**src/rtl/acc_relu_maxpool.sv**
```systemverilog
// ---------------------------------------------------------------------------
// acc_relu_maxpool
//
// Streaming post-processing stage placed after the channel accumulator.
// Takes saturated signed pixels in raster order, one per valid beat, and
// applies ReLU followed by 2x2 / stride-2 max pooling. Pooled pixels leave
// one cycle after the beat that closes their window. The stage never stalls
// its source.
//
// Build option:
//   RELU_EN  - when defined, negative inputs are clamped to zero before
//              pooling. When undefined, pooling works on raw signed inputs.
//
// Ports:
//   clk            rising-edge clock
//   rst            synchronous active-high reset
//   ofmap_w_i      frame width minus 1  (sampled on the first beat of a frame)
//   ofmap_h_i      frame height minus 1 (sampled on the first beat of a frame)
//   conv_valid_i   input beat valid
//   conv_result_i  signed input pixel
//   last_i         final pixel of the frame, qualified by conv_valid_i
//   pool_valid_o   one-cycle pulse per pooled pixel
//   pool_data_o    signed pooled pixel
//   pool_last_o    final pooled pixel of the frame, qualified by pool_valid_o
//   err_o          sticky framing error, cleared only by rst
// ---------------------------------------------------------------------------
module acc_relu_maxpool #(
    parameter int DATA_W = 8,
    parameter int MAX_W  = 28,
    parameter int DIM_W  = 5
) (
    input  logic              clk,
    input  logic              rst,
    input  logic [DIM_W-1:0]  ofmap_w_i,
    input  logic [DIM_W-1:0]  ofmap_h_i,
    input  logic              conv_valid_i,
    input  logic [DATA_W-1:0] conv_result_i,
    input  logic              last_i,
    output logic              pool_valid_o,
    output logic [DATA_W-1:0] pool_data_o,
    output logic              pool_last_o,
    output logic              err_o
);

    localparam int LB_DEPTH = MAX_W / 2;
    localparam int LB_AW    = (LB_DEPTH > 1) ? $clog2(LB_DEPTH) : 1;

    localparam logic [0:0] IDLE = 1'b0;
    localparam logic [0:0] RUN  = 1'b1;

    function automatic logic signed [DATA_W-1:0] smax(
        input logic signed [DATA_W-1:0] a,
        input logic signed [DATA_W-1:0] b
    );
        return (a > b) ? a : b;
    endfunction

    logic [0:0]               state_r;
    logic [DIM_W-1:0]         w_m1_r;
    logic [DIM_W-1:0]         h_m1_r;
    logic [DIM_W-1:0]         col_r;
    logic [DIM_W-1:0]         row_r;
    logic signed [DATA_W-1:0] h_reg_r;
    logic signed [DATA_W-1:0] linebuf_r [LB_DEPTH];
    logic                     pool_valid_r;
    logic [DATA_W-1:0]        pool_data_r;
    logic                     pool_last_r;
    logic                     err_r;

    logic [DIM_W-1:0]         w_m1_s;
    logic [DIM_W-1:0]         h_m1_s;
    logic [DIM_W-1:0]         last_col_s;
    logic [DIM_W-1:0]         last_row_s;
    logic [LB_AW-1:0]         lb_idx_s;
    logic signed [DATA_W-1:0] pix_s;
    logic signed [DATA_W-1:0] pair_s;
    logic signed [DATA_W-1:0] quad_s;
    logic                     at_end_s;

    // Effective dimensions, ReLU, window maxima and end-of-frame detection.
    always_comb begin
        w_m1_s = w_m1_r;
        h_m1_s = h_m1_r;
        // The first beat of a frame is processed with the dimensions it carries.
        if (state_r == IDLE) begin
            w_m1_s = ofmap_w_i;
            h_m1_s = ofmap_h_i;
        end else begin
            w_m1_s = w_m1_r;
            h_m1_s = h_m1_r;
        end
`ifdef RELU_EN
        pix_s = conv_result_i[DATA_W-1] ? {DATA_W{1'b0}} : $signed(conv_result_i);
`else
        pix_s = $signed(conv_result_i);
`endif
        lb_idx_s = col_r[LB_AW:1];
        pair_s   = smax(h_reg_r, pix_s);
        quad_s   = smax(linebuf_r[lb_idx_s], pair_s);
        at_end_s = (row_r == h_m1_s) && (col_r == w_m1_s);
        // Last complete window closes at the last odd index; with an odd
        // dimension the trailing (even) index is discarded.
        last_col_s = w_m1_s[0] ? w_m1_s : (w_m1_s - {{(DIM_W-1){1'b0}}, 1'b1});
        last_row_s = h_m1_s[0] ? h_m1_s : (h_m1_s - {{(DIM_W-1){1'b0}}, 1'b1});
    end

    // Frame FSM, counters, horizontal hold register, outputs and sticky error.
    always_ff @(posedge clk) begin
        if (rst) begin
            state_r      <= IDLE;
            w_m1_r       <= {DIM_W{1'b0}};
            h_m1_r       <= {DIM_W{1'b0}};
            col_r        <= {DIM_W{1'b0}};
            row_r        <= {DIM_W{1'b0}};
            h_reg_r      <= {DATA_W{1'b0}};
            pool_valid_r <= 1'b0;
            pool_data_r  <= {DATA_W{1'b0}};
            pool_last_r  <= 1'b0;
            err_r        <= 1'b0;
        end else begin
            pool_valid_r <= 1'b0;
            pool_last_r  <= 1'b0;
            if (conv_valid_i) begin
                case (state_r)
                    IDLE: begin
                        w_m1_r <= ofmap_w_i;
                        h_m1_r <= ofmap_h_i;
                    end
                    RUN: begin
                        w_m1_r <= w_m1_r;
                        h_m1_r <= h_m1_r;
                    end
                    default: begin
                        w_m1_r <= ofmap_w_i;
                        h_m1_r <= ofmap_h_i;
                    end
                endcase

                // Even columns open a horizontal pair; odd columns on odd rows
                // close a 2x2 window (even/odd pairs go to the line buffer).
                if (!col_r[0]) begin
                    h_reg_r <= pix_s;
                end else if (row_r[0]) begin
                    pool_valid_r <= 1'b1;
                    pool_data_r  <= quad_s;
                    pool_last_r  <= (row_r == last_row_s) && (col_r == last_col_s);
                end else begin
                    h_reg_r <= h_reg_r;
                end

                // Frame ends on last_i or on the final raster position; a
                // disagreement between the two is a framing error.
                if (last_i || at_end_s) begin
                    state_r <= IDLE;
                    col_r   <= {DIM_W{1'b0}};
                    row_r   <= {DIM_W{1'b0}};
                    if (last_i != at_end_s) begin
                        err_r <= 1'b1;
                    end else begin
                        err_r <= err_r;
                    end
                end else begin
                    state_r <= RUN;
                    if (col_r == w_m1_s) begin
                        col_r <= {DIM_W{1'b0}};
                        row_r <= row_r + {{(DIM_W-1){1'b0}}, 1'b1};
                    end else begin
                        col_r <= col_r + {{(DIM_W-1){1'b0}}, 1'b1};
                    end
                end
            end
        end
    end

    // Line buffer of horizontal pair maxima from the even row; not reset
    // because every entry is written before it is read within a frame.
    always_ff @(posedge clk) begin
        if (!rst && conv_valid_i && !row_r[0] && col_r[0]) begin
            linebuf_r[lb_idx_s] <= pair_s;
        end
    end

    assign pool_valid_o = pool_valid_r;
    assign pool_data_o  = pool_data_r;
    assign pool_last_o  = pool_last_r;
    assign err_o        = err_r;

endmodule
```
**config.mk**
```make
export PLATFORM = sky130hd
export DESIGN_NAME = acc_relu_maxpool
export DESIGN_NICKNAME = d
export VERILOG_FILES = /design/src/rtl/acc_relu_maxpool.sv
export SDC_FILE = /design/constraint.sdc
export NUM_CORES = 1
export LEC_CHECK = 0
export ABC_AREA = 1
export CAP_MARGIN = 25
export CORE_MARGIN = 3
export CORE_UTILIZATION = 40
export DETAILED_ROUTE_END_ITERATION = 8
export GPL_ROUTABILITY_DRIVEN = 0
export SYNTH_ARGS = -nofsm -noshare
export SYNTH_HDL_FRONTEND = slang
export SYNTH_SLANG_ARGS = --single-unit
```
**constraint.sdc**
```tcl
create_clock -name clk -period 6.51 [get_ports clk]
set_input_delay 1.302 -clock clk [delete_from_list [all_inputs] [get_ports clk]]
set_output_delay 1.302 -clock clk [all_outputs]
set_load 0.01 [all_outputs]
```
; Word level (Yosys, flattened, before mapping)
; Memory sizes are Yosys's and may differ from the RTL's. A register that Yosys moved wholly into a read port is not among the register bits.
; Cells that the tools add are included.
[totals]
latchBits = 0
n_memories = 1
inputBits = 22
word_cells = 60
ff_bits = 40
mem_bits_rw = 112
rom_bits = 0
output_inout_bits = 11
[mem_list]
columns = name, words, width, rd, rd_ports_with_merged_regs, write_ports, line
row1 = linebuf_r, 14, 8, 1, 1, 1, 64  ; logic signed [DATA_W-1:0] linebuf_r [LB_DEPTH];
[op_classes]
mul = 0
reduce_logical = 16
order_cmp = 2
mux = 18
n_div = 0
n_bitwise = 4
add_sub_neg = 4
eq_ne = 5
shift = 0
[ops]
columns = operator, n
row1 = 5-bit 2-to-1 mux, 10
row2 = 5-bit == test, 4
row3 = 8-bit > comparator, 2
row4 = 8-bit 2-to-1 mux, 2
row5 = "5-bit by 1-bit adder with 5-bit output, second input constant", 2
row6 = "5-bit by 1-bit subtractor with 5-bit output, second input constant", 2
row7 = 4-bit 2-to-1 mux, 2
row8 = 2-bit AND reduction, 3
row9 = 3-bit AND reduction, 2
row10 = 1-bit logical AND, 5
row11 = 1-bit 2-to-1 mux, 4
row12 = 1-bit inverter, 4
row13 = 4-bit OR reduction, 1
row14 = 3-bit OR reduction, 1
row15 = 1-bit zero test, 2
row16 = 2-bit nonzero test, 1
row17 = 1-bit logical OR, 1
row18 = 1-bit inequality test, 1

; Longest topological paths before layout
[logic_depth]
word_depth = 7
mapped_depth = 29
ltp_nobuf = 28

; Worst setup path before layout
; OpenSTA, ideal clock, no wires.
[synth_path]
path_type = input port to flip-flop
start = in conv_result_i[7]
end = reg pool_data_r[3] (netlist: pool_data_o[3])
n_path_buf = 1
setup_ps = 70
slack_ps = 2491
path_stages = 24
required_ps = 6440
t_arrival_ps = 3948
path_cell_list = inv_1 -> ha_1 -> a21o_1 -> nor2_1 -> nand3_2 -> nand3_2 -> nand2_1 -> nand2_1 -> inv_1 -> ha_1 -> nand2_1 -> nand2_1 -> nand2_1 -> nand2_1 -> nand2_1 -> nand2_1 -> nand2_1 -> nand2_1 -> nand2_1 -> buf_2 -> nor2_1 -> nor2_1 -> nand2_1 -> a21oi_1
[synth_between]
elab_chain_cells = 4
[synth_rtl]
columns = item, line
row1 = "start, declared", 37  ; input logic [DATA_W-1:0] conv_result_i,
row2 = 8-bit > comparator, 55  ; return (a > b) ? a : b;
row3 = 8-bit 2-to-1 mux, 55
row4 = via pair_s[1], 76  ; logic signed [DATA_W-1:0] pair_s;
row5 = 8-bit > comparator, 55
row6 = 8-bit 2-to-1 mux, 55
row7 = "end signal, assigned", 117  ; pool_data_r <= {DATA_W{1'b0}};
row8 = "end signal, assigned", 145  ; pool_data_r <= quad_s;
row9 = "end, declared", 66  ; logic [DATA_W-1:0] pool_data_r;
; The timed path passes the listed nets, and every way through them passes these cells.
; A chain may end at the register's enable or synchronous reset.

; Worst setup path after layout
[layout_path]
start = in conv_result_i[7]
end = reg pool_data_r[5] (netlist: pool_data_o[5])
; The elaborated chain is that of the path after synthesis.

==> impl_results.md <==
* Status: finished, final reports clean
* Syn nets at 816
* Wirelength, routed at between 15,000 and 20,000 µm
* Yosys cell types at 35
* Pwr Total at about 2.3 mW
* Worst-margin pin slew at between 0.9 and 1 ns
* Synth Register Bits at around 160
* Synth top area share at 0.4593
* RR Endpoint: pool_data_o[5]
* CP Max Fanout at 16
* Row count at between 40 and 50
* Hold_sp: h_m1_r[4]
* Clock sinks at 156
* Largest net degree at the start of global routing at 55
* Critical path's slowest cell: clkdlybuf4s50_1
* DIE WIDTH at 141.3 µm
* Crit end category: flip-flop
* Latest clock arrival within the worst-skew pair at 0.42 ns
* Final Critical Period at between 4 and 5 ns
* GR Util met3 at 0.03337
* Die ar. at about 20,000 µm²
* Worst reg2reg path depth at 24
* Share of cells above drive strength 1 at 0.07891
* Non-filler cells in the finished layout at between 1,000 and 1,500
* GRT overflow at 0
* Period utilization at 0.7275
* Rel. slew slack at 0.3482
* Final nets at about 840
* Sum Neg Setup Slack at 0 ns
* PwrDens at 273.0 nW/µm²
* Static Leak at between 3 and 4 nW
* Met1 usage at 0.2281
* Initial antenna violation count at 0
* Crit path required time at ~6.9 ns
* RSZ-0062 raised after global routing: false
* Category of the worst setup path launch point: input pin
* CTS hold repair buffers at 0
* Most frequent cells in the layout: 177 x nand2_1, 112 x edfxtp_1, 91 x nor2_1
* Total number of yosys warnings at 0
* M2 GR Usage at 0.2787
* Via-per-instance ratio at around 5
* Clock skew at around 0.0094 ns
* Initial Util at 0.4162
* Post-Syn Instances at between 700 and 800
* DP Cell Count at 1,002
* CTS tree: yes
* Average size of a mapped cell at around 9.5 µm²
* Setup ws final at 1.774 ns
* CTS Buf Count at 17
* Vias in the first global route at between 5,000 and 6,000
* Peak supply drop at 0.0002103 V
* Diodes inserted at 0
* Reg clk slew, reported paths at around 0.070 ns
* Iteration-0 DRC Markers at 300
* Post-synthesis sequential area ratio at 0.5795
* Root buf cell: clkbuf_16
* Max-Cap Viols at 0
* R2R Setup Slk at 2.88 ns
* Crit path capture: pool_data_o[5]
* Wire length of the first global-routing pass at approximately 26,000 µm
* Max Buffers Root-to-Sink at 2
* Endpoints failing hold at 0
* All-Layer GR Usage at 0.1696
* Routed Antenna Nets at 0
* Hpwl dp at between 10,000 and 15,000 µm
* Worst setup path start: conv_result_i[7]
* Leading cell type in the layout, fill and taps excluded: nand2_1
* Post-Place Setup Slack at 1.384 ns
* Pins Over Slew Limit at 0
* H-tree Lvls at 4
* F_max at roughly 0.21 GHz
* Core area at between 15,000 and 20,000 µm²
* Post-route DRC at 0
* Mapped cell area at around 7300 µm²
* CTS-repair resized insts at 0
* Via Count at roughly 5,200
* Final setup fails at 0
* Hold Path Class: reg -> reg
* Synth area leader: edfxtp_1
* IO Port Bufs at 32
* Post-CTS Setup Bufs at 0
* TritonRoute pass-1 iters at 5
* R2r startpoint: h_reg_r[7]
* Worst path arrival time at roughly 5.1 ns
* WL per Instance at around 16 µm
* CP peak stage delay at 0.48 ns
* Largest cells by area after synthesis: edfxtp_1 46%, dfxtp_1 12%, nand2_1 9.1%
* CP Class: in -> reg
* Most used routing layer: met2
* Io pins at 33
* Most common cell on crit path: nand2_1
* DIE HEIGHT at roughly 140 µm
* Area growth syn-to-layout at 14.15%
registers in the layout, summed over array words and instances, names as in the netlist, 5 cells and up, named ones only:
name	count
col_r	5
h_m1_r	5
h_reg_r	8
linebuf_r	112
pool_data_o	8
row_r	5
w_m1_r	5
Yosys cell counts, drive strengths merged:
cell type	instances
nor2	91
nand2	184
a21o	1
xnor2	6
o21ai	53
clkbuf	10
o22ai	2
nor3	8
nand4	12
dfxtp	44
a21oi	51
buf	24
xor2	14
o211ai	8
inv	62
edfxtp	112
nand3	67
ha	21
or2	1
nor4	1
nand3b	1
worst min-delay path by stage:
| stage | endpoint | slack (ns) | depth (start not counted) |
|---|---|---|---|
| global route | h_m1_r[1] | 0.47 | 2 |
| floorplan | h_m1_r[4] | 0.43 | 2 |
| CTS | err_o | 0.46 | 2 |
| global placement | h_m1_r[4] | 0.44 | 2 |
| detailed placement | err_o | 0.44 | 2 |
| finish | h_m1_r[4] | 0.45 | 2 |
stage by stage:
| step | hold WS [ns] | util | instance area [µm²] |
|---|---|---|---|
| floorplan | 0.4252 | - | 7323 |
| global placement | 0.4378 | 0.4421 | 7779 |
| detailed placement | 0.4426 | 0.4426 | 7789 |
| CTS | 0.4550 | 0.4742 | 8344 |
| global route | 0.4709 | 0.4750 | 8359 |
| finish | 0.4513 | 0.4750 | 8359 |
worst max-delay path: cells and delay by family:
kind	cells	cell delay, ns
adders and majority gates	2	0.64
and+or+nand+nor	19	2.36
buffers and inverters	4	0.68
AOI/OAI and AO/OA	1	0.11
cell families after synthesis:
family | after synthesis | synth area share
and+or+nand+nor | 365 | 0.2125
DFF | 156 | 0.5795
AOI/OAI and AO/OA | 115 | 0.08902
buffers and inverters | 96 | 0.05604
adders and majority gates | 21 | 0.03588
xor gates and xnor gates | 20 | 0.02699
power breakdown:
group	switching, mW	internal, mW
combinational	0.159	0.0735
clock	0.430	0.502
sequential	0.00938	1.11
total	0.599	1.68
per-layer routing:
layer,vias to the layer above,part of all wire
li1,2665,-
met1,2415,0.48
met2,107,0.47
met3,18,0.040
met4,0,0.013
met5,-,0
final cells by class:
| cell class | instances | area, µm² |
|---|---|---|
| multi-input combinational | 521 | 2669 |
| fill | 1662 | 9238 |
| sequential | 156 | 4245 |
| timing repair buffer | 40 | 375.4 |
| tap | 225 | 281.5 |
| inverter | 62 | 232.7 |
| clock inverter | 15 | 130.1 |
| clock buffer | 17 | 425.4 |
Power figures use the tool's default switching activity.
